--- src/rtl/mdu_div_ctrl.sv ---
// mdu_div_ctrl
// Multi-cycle radix-2 restoring divide controller and pipeline stall
// scheduler. Serves DIV/DIVU from EX and returns {remainder, quotient}.
// The operation runs for DATA_W iterations, one per cycle. A zero divisor
// is short-cut through BYZERO and returns zero.
//
// Ports:
//   clk            system clock, rising edge
//   rst            asynchronous active-low reset
//   start_i        EX divide request, held until ready_o
//   signed_div_i   1 = DIV (signed), 0 = DIVU; sampled in IDLE
//   opdata1_i      dividend, sampled in IDLE
//   opdata2_i      divisor, sampled in IDLE
//   annul_i        abort the current operation (flush)
//   stallreq_id_i  ID stage stall request
//   result_o       {remainder, quotient}, valid while ready_o = 1
//   ready_o        result valid, one cycle per operation
//   stall_o        stall vector {wb, mem, ex, id, if, pc}
module mdu_div_ctrl #(
   parameter int unsigned DATA_W  = 32,
   parameter int unsigned CNT_W   = 6,
   parameter int unsigned STALL_W = 6
) (
   input  logic                clk,
   input  logic                rst,
   input  logic                start_i,
   input  logic                signed_div_i,
   input  logic [DATA_W-1:0]   opdata1_i,
   input  logic [DATA_W-1:0]   opdata2_i,
   input  logic                annul_i,
   input  logic                stallreq_id_i,
   output logic [2*DATA_W-1:0] result_o,
   output logic                ready_o,
   output logic [STALL_W-1:0]  stall_o
);

   typedef enum logic [1:0] {
      S_IDLE,
      S_BYZERO,
      S_BUSY,
      S_DONE
   } state_t;

   state_t            state;
   state_t            state_nxt;
   logic [CNT_W-1:0]  cnt;
   logic [DATA_W-1:0] dvd_q;   // dividend shifts out the top while quotient bits enter at the bottom
   logic [DATA_W-1:0] dvs;
   logic [DATA_W-1:0] prem;
   logic              qneg;
   logic              rneg;
   logic [DATA_W:0]   trial;
   logic [DATA_W-1:0] abs1;
   logic [DATA_W-1:0] abs2;
   logic [DATA_W-1:0] rem_out;
   logic [DATA_W-1:0] quo_out;

   // The partial remainder is always below 2^(DATA_W-1) before the last
   // step, so dropping its MSB on the shift loses nothing.
   always_comb begin
      trial = {1'b0, prem[DATA_W-2:0], dvd_q[DATA_W-1]} - {1'b0, dvs};
   end

   always_comb begin
      abs1 = (signed_div_i && opdata1_i[DATA_W-1]) ? (~opdata1_i + 1'b1) : opdata1_i;
      abs2 = (signed_div_i && opdata2_i[DATA_W-1]) ? (~opdata2_i + 1'b1) : opdata2_i;
   end

   always_comb begin
      state_nxt = state;
      if (annul_i) begin
         state_nxt = S_IDLE;
      end else begin
         case (state)
            S_IDLE: begin
               if (start_i) begin
                  state_nxt = (opdata2_i == '0) ? S_BYZERO : S_BUSY;
               end
            end
            S_BYZERO: state_nxt = S_DONE;
            S_BUSY: begin
               if (cnt == CNT_W'(DATA_W - 1)) begin
                  state_nxt = S_DONE;
               end
            end
            S_DONE:   state_nxt = S_IDLE;
            default:  state_nxt = S_IDLE;
         endcase
      end
   end

   always_ff @(posedge clk or negedge rst) begin
      if (!rst) begin
         state <= S_IDLE;
      end else begin
         state <= state_nxt;
      end
   end

   always_ff @(posedge clk or negedge rst) begin
      if (!rst) begin
         cnt   <= '0;
         dvd_q <= '0;
         dvs   <= '0;
         prem  <= '0;
         qneg  <= 1'b0;
         rneg  <= 1'b0;
      end else if (annul_i) begin
         cnt <= '0;
      end else begin
         case (state)
            S_IDLE: begin
               if (start_i && (opdata2_i != '0)) begin
                  dvd_q <= abs1;
                  dvs   <= abs2;
                  prem  <= '0;
                  cnt   <= '0;
                  qneg  <= signed_div_i & (opdata1_i[DATA_W-1] ^ opdata2_i[DATA_W-1]);
                  rneg  <= signed_div_i & opdata1_i[DATA_W-1];
               end
            end
            S_BYZERO: begin
               dvd_q <= '0;
               prem  <= '0;
               qneg  <= 1'b0;
               rneg  <= 1'b0;
               cnt   <= '0;
            end
            S_BUSY: begin
               if (trial[DATA_W]) begin
                  prem <= {prem[DATA_W-2:0], dvd_q[DATA_W-1]};
               end else begin
                  prem <= trial[DATA_W-1:0];
               end
               dvd_q <= {dvd_q[DATA_W-2:0], ~trial[DATA_W]};
               cnt   <= cnt + CNT_W'(1);
            end
            default: begin
               cnt <= '0;
            end
         endcase
      end
   end

   always_comb begin
      rem_out  = rneg ? (~prem + 1'b1) : prem;
      quo_out  = qneg ? (~dvd_q + 1'b1) : dvd_q;
      ready_o  = (state == S_DONE) && !annul_i;
      result_o = ready_o ? {rem_out, quo_out} : '0;
   end

   always_comb begin
      stall_o = '0;
      if (start_i && !ready_o && !annul_i) begin
         stall_o[3:0] = '1;
      end else if (stallreq_id_i) begin
         stall_o[2:0] = '1;
      end
   end

endmodule

--- config.mk ---
export PLATFORM = sky130hd
export DESIGN_NAME = mdu_div_ctrl
export DESIGN_NICKNAME = d
export VERILOG_FILES = /design/src/rtl/mdu_div_ctrl.sv
export SDC_FILE = /design/constraint.sdc
export NUM_CORES = 1
export LEC_CHECK = 0
export ABC_CLOCK_PERIOD_IN_PS = 3860
export BUFFER_PORTS_ARGS = -buffer_cell sky130_fd_sc_hd__clkbuf_2
export CORE_MARGIN = 2
export CORE_UTILIZATION = 50
export CTS_CLUSTER_SIZE = 14
export DETAILED_ROUTE_END_ITERATION = 10
export PLACE_DENSITY = 0.72
export SYNTH_ARGS = -nofsm -noshare
export SYNTH_HDL_FRONTEND = slang
export SYNTH_SLANG_ARGS = --single-unit
--- constraint.sdc ---
create_clock -name clk -period 3.86 [get_ports clk]
set_input_delay 0.772 -clock clk [delete_from_list [all_inputs] [get_ports clk]]
set_output_delay 0.772 -clock clk [all_outputs]
set_load 0.05 [all_outputs]
### Word-level counts from Yosys, hierarchy flattened

Index checks and enable logic that the tools add are counted.

| word-level totals | value |
|---|---|
| register bits after elaboration | 106 |
| bits in latches | 0 |
| memory bits (writable) | 0 |
| bits in read-only memories | 0 |
| bits of input ports | 70 |
| memories | 0 |

| cells by class | value |
|---|---|
| add/sub/neg operators | 6 |
| multipliers | 0 |
| div/mod/pow operators | 0 |
| order comparisons | 0 |
| eq/ne operators | 8 |
| shift operators | 0 |
| mux-type cells | 25 |
| bitwise gates (word level) | 9 |
| reductions and logical operators | 17 |

Operators with widths:

| cell | count |
|---|---|
| $mux 32 | 7 |
| $pmux 32 s3 | 2 |
| $add 32x1->32 const B | 4 |
| $not 32->32 | 4 |
| $mux 64 | 1 |
| $sub 32x32->33 | 1 |
| $logic_not 32->1 | 1 |
| $reduce_bool 32->1 | 1 |
| $mux 6 | 2 |
| $pmux 6 s2 | 1 |
| $ne 3x3->1 const B | 3 |
| $reduce_and 3->1 | 3 |
| $mux 2 | 4 |
| $pmux 2 s4 | 1 |
| $add 6x1->6 const B | 1 |
| $eq 6x5->1 const B | 1 |
| $logic_and 1x1->1 | 6 |
| $mux 3 | 2 |
| $eq 2x2->1 const B | 2 |
| $pmux 1 s2 | 2 |
| $mux 1 | 3 |
| $reduce_bool 3->1 | 1 |
| $and 1x1->1 | 2 |
| $eq 2x1->1 const B | 1 |
| other kinds (7) | 9 |

### Logic depth before layout (Yosys ltp)

| logic depth | value |
|---|---|
| depth after elaboration | 6 |
| mapped depth | 13 |
| depth with buffers taken out | 11 |

### Worst setup path before layout

Ideal clock, no wire load.

| timing path | value |
|---|---|
| path kind | flip-flop to output port |
| start | register dvd_q[10] |
| end | output result_o[29] |
| arrival time | 3.485 ns |
| path slack | -0.397 ns |
| cell stages (with the launch flop) | 9 |
| path buffers | 0 |
| path through | dfrtp_1 > or3_4 > or4_4 > or4_4 > or3_4 > or3_4 > o31ai_1 > xor2_1 > nor2_1 |

| between the ends | value |
|---|---|
| longest elaborated chain between the ends | 4 |

RTL lines:

| item | line | RTL |
|---|---|---|
| from (decl) | 47 | `logic [DATA_W-1:0] dvd_q;` |
| from (signal assigned) | 114 | `dvd_q <= abs1;` |
| from (signal assigned) | 135 | `dvd_q <= {dvd_q[DATA_W-2:0], ~trial[DATA_W]};` |
| $not 32->32 | 147 | `quo_out = qneg ? (~dvd_q + 1'b1) : dvd_q;` |
| $add 32x1->32 | 147 |  |
| $mux 32 | 147 |  |
| $mux 64 | 149 | `result_o = ready_o ? {rem_out, quo_out} : '0;` |
| to (decl) | 32 | `output logic [2*DATA_W-1:0] result_o,` |

No other way between the ends.

### Final worst setup path

| timing path | value |
|---|---|
| start | register dvd_q[10] |
| end | output result_o[31] |

Same word-level chain as after synthesis.

==> results.md <==
- Endpoint of the most critical register-to-register path: prem[0]
- Final slew viol count: 0
- Number of vias per cell: 5.922
- DR pass1 iterations: 5
- DR top layer: met4
- Max cap viols: 0
- CP required: 3.09 ns
- Number of routed nets with antenna violations: 0
- Row cnt: 50
- Yosys warning total: 0
- FMAX: 239.6 MHz
- Cells after Synth: 1,236
- WL met1: 12,750 um
- Fin Setup TNS: -2.106 ns
- Starting Density: 50.89%
- P per Cell Area: 563.0 nW/um^2
- Most frequent cells in the layout: nor2_1 (135), nand2_1 (119), clkbuf_2 (118)
- Die span in x: 141.8 um
- Final WL: 26,860 um
- Fill cell count: 1,655
- Hold Path Class: in -> async
- Cell variety after synth: 68
- Core Util, Final: 61.52%
- DRC Markers: 0
- Status: finished with violations
- Clk_skew: 0.01341 ns
- CTS Hold Bufs: 0
- Critical path peak fanout: 3
- Share of cells above drive strength 1: 19.78%
- TritonCTS Sinks: 106
- Port bufs: 138
- CTS root buf: clkbuf_16
- FF+latch count, synth: 106
- Clock-pin slew on the worst setup and hold paths: 0.08 ns
- Async S/R FF share, synth: 100.0%
- Placed instance area: 10,660 sq um
- Crit path kind: reg -> out
- Largest net degree at the start of global routing: 65
- Arrival time at the worst endpoint: 3.40 ns
- Hold Fails Final Rpt: 0
- RSZ-0062 raised after global routing: yes
- Seq/Total Area, Yosys: 27.96%
- Cell area after synthesis: 9488 sq um
- Area Growth Syn to Fin: 20.89%
- WL met2: 11,750 um
- Global-route wire length before repair: 43,160 um
- Gr usage total: 26.51%
- Synth Flop Type: dfrtp_1
- Worst skew pair latency: 0.36 ns
- Leak pwr: 5.109 nW
- Worst r2r src: dvd_q[31]
- Reg2reg setup slack: 0.46 ns
- Tightest Pin Transition: 1.358 ns
- CTS buffer count: 9
- Worst vdd ir: 0.2525 mV
- Fin crit share: 108.1%
- GR Overflow Total: 0
- # diodes: 0
- Worst setup SP type: flop
- Setup WS post-layout: -0.3144 ns
- IO Pins: 141
- Clock Path Buffers: 2
- Die Ht: 141.8 um
- Vias in the first global route: 8,458
- Failing checks: negative setup slack
- H-tree levels: 3
- WL per Instance: 16.80 um
- Worst reg2reg path depth: 13
- Post-route cell area: 11,470 sq um
- Post-synth EDFFs: 0
- Overall Power: 6.457 mW
- Die area: 20,090 sq um
- RD Place Congestion: 0.9627
- Post-Syn Area per Cell: 7.676 sq um
- Core area: 18,640 sq um
- Commonest non-fill, non-tap cell in the layout: nor2_1
- Final min period: 4.174 ns
- Setup crit end kind: output port
- Max transition margin: 9.486%
- Final setup vio count: 15
- Met3 WL: 2083 um
- CTS tree: built
- Initial drt markers: 832
- Final nets: 1,476
- Initial antenna violation count: 0
- Dpl hpwl: 20,100 um
- Via count: 9,469
==> cells by family (layout without fill, tap and decap cells) <==
group	Yosys count	count (layout)	share of synthesized area [%]
and+or+nand+nor	460	460	23.33
AOI/OAI and AO/OA	342	342	23.14
xor gates and xnor gates	143	143	13.20
buffers and inverters	130	258	5.367
DFF	106	106	27.96
adders and majority gates	45	45	6.013
muxes	9	9	0.9495
other	1	2	0.03952
==> stage by stage <==
stage                     std cells  worst slack (ns)  hold slack (ns)
after global routing           1599           -0.3789           0.5058
after global placement         1575         -0.002022           0.4618
after CTS                      1596           -0.2984           0.4797
after detailed placement       1575          -0.04637           0.4702
after floorplan                1237           -0.1456           0.4456
final                          1599           -0.3144           0.4435
==> flip-flops by register name (all words and copies together) (netlist names) <==
name   count
dvd_q     32
qneg       1
dvs       32
cnt        6
prem      32
state      2
rneg       1
==> worst max-delay path, stage by stage (launching register included) <==
cell	delay (ns)
dfrtp_1	0.38
or3_4	0.39
or4_4	0.43
or4_4	0.44
or3_4	0.35
or3_4	0.39
o31ai_4	0.27
xnor2_2	0.12
nor2_4	0.13
buf_12	0.14
==> where the power goes <==
| group | switching [mW] | internal (mW) |
|---|---|---|
| Combinational | 2.07 | 1.35 |
| Sequential | 0.463 | 1.46 |
| Clock | 0.417 | 0.694 |
==> cells in the mapped netlist (10+ instances only) <==
cell      number  area (sq um)
a21oi_1       88         440.4
nand3_1       32         160.2
or4_1         11         82.58
nor2_1       148         555.5
nand4_1       30         187.7
o31ai_1       29         217.7
o41ai_1       16         140.1
xnor2_1       54         473.0
nor4_1        13         81.33
ha_1          44         550.5
nand2_1      123         461.7
nand2b_1      12         75.07
dfrtp_1      106          2653
inv_1         55         206.5
a22oi_1       23         172.7
o311ai_0      10         87.58
o21ai_0       96         480.5
or3_1         13         81.33
a21o_1        12         90.09
xor2_1        89         779.5
nor3_1        21         105.1
clkbuf_1      57         214.0
==> layer usage <==
metal | track usage (%) | vias to the layer above
met2 | 41.19 | 367
met5 | 0 | -
met3 | 3.814 | 23
li1 | - | 4669
met4 | 5.579 | 0
met1 | 39.36 | 4410
==> worst max path at each step <==
stage	start	slack [ns]	end	depth (start not counted)
floorplan	dvd_q[10]	-0.15	result_o[29]	8
global placement	dvd_q[10]	-0.002	result_o[29]	9
detailed placement	dvd_q[10]	-0.05	result_o[30]	8
CTS	dvd_q[10]	-0.30	result_o[29]	9
global route	dvd_q[3]	-0.38	result_o[31]	9
finish	dvd_q[10]	-0.31	result_o[31]	9
==> area by class of cell <==
| cell class | instances | area (sq um) | share of cell area [%] |
|---|---|---|---|
| well taps | 234 | 292.8 | 2.553 |
| inverters | 55 | 206.4 | 1.800 |
| clock buffers | 9 | 225.2 | 1.964 |
| flip-flops and latches | 106 | 2653 | 23.13 |
| repair buffers | 188 | 1311 | 11.43 |
| clock inverters | 6 | 130.1 | 1.135 |
| multi-input cells | 1001 | 6651 | 57.99 |
==> repair_timing <==
item,4_1_cts,5_1_grt
gates resized for setup,54,43
cloned,0,0
pin swaps,16,23
endpoints found under the setup margin,21,25
setup buffers,6,3
(Power assumes the default switching activity.)
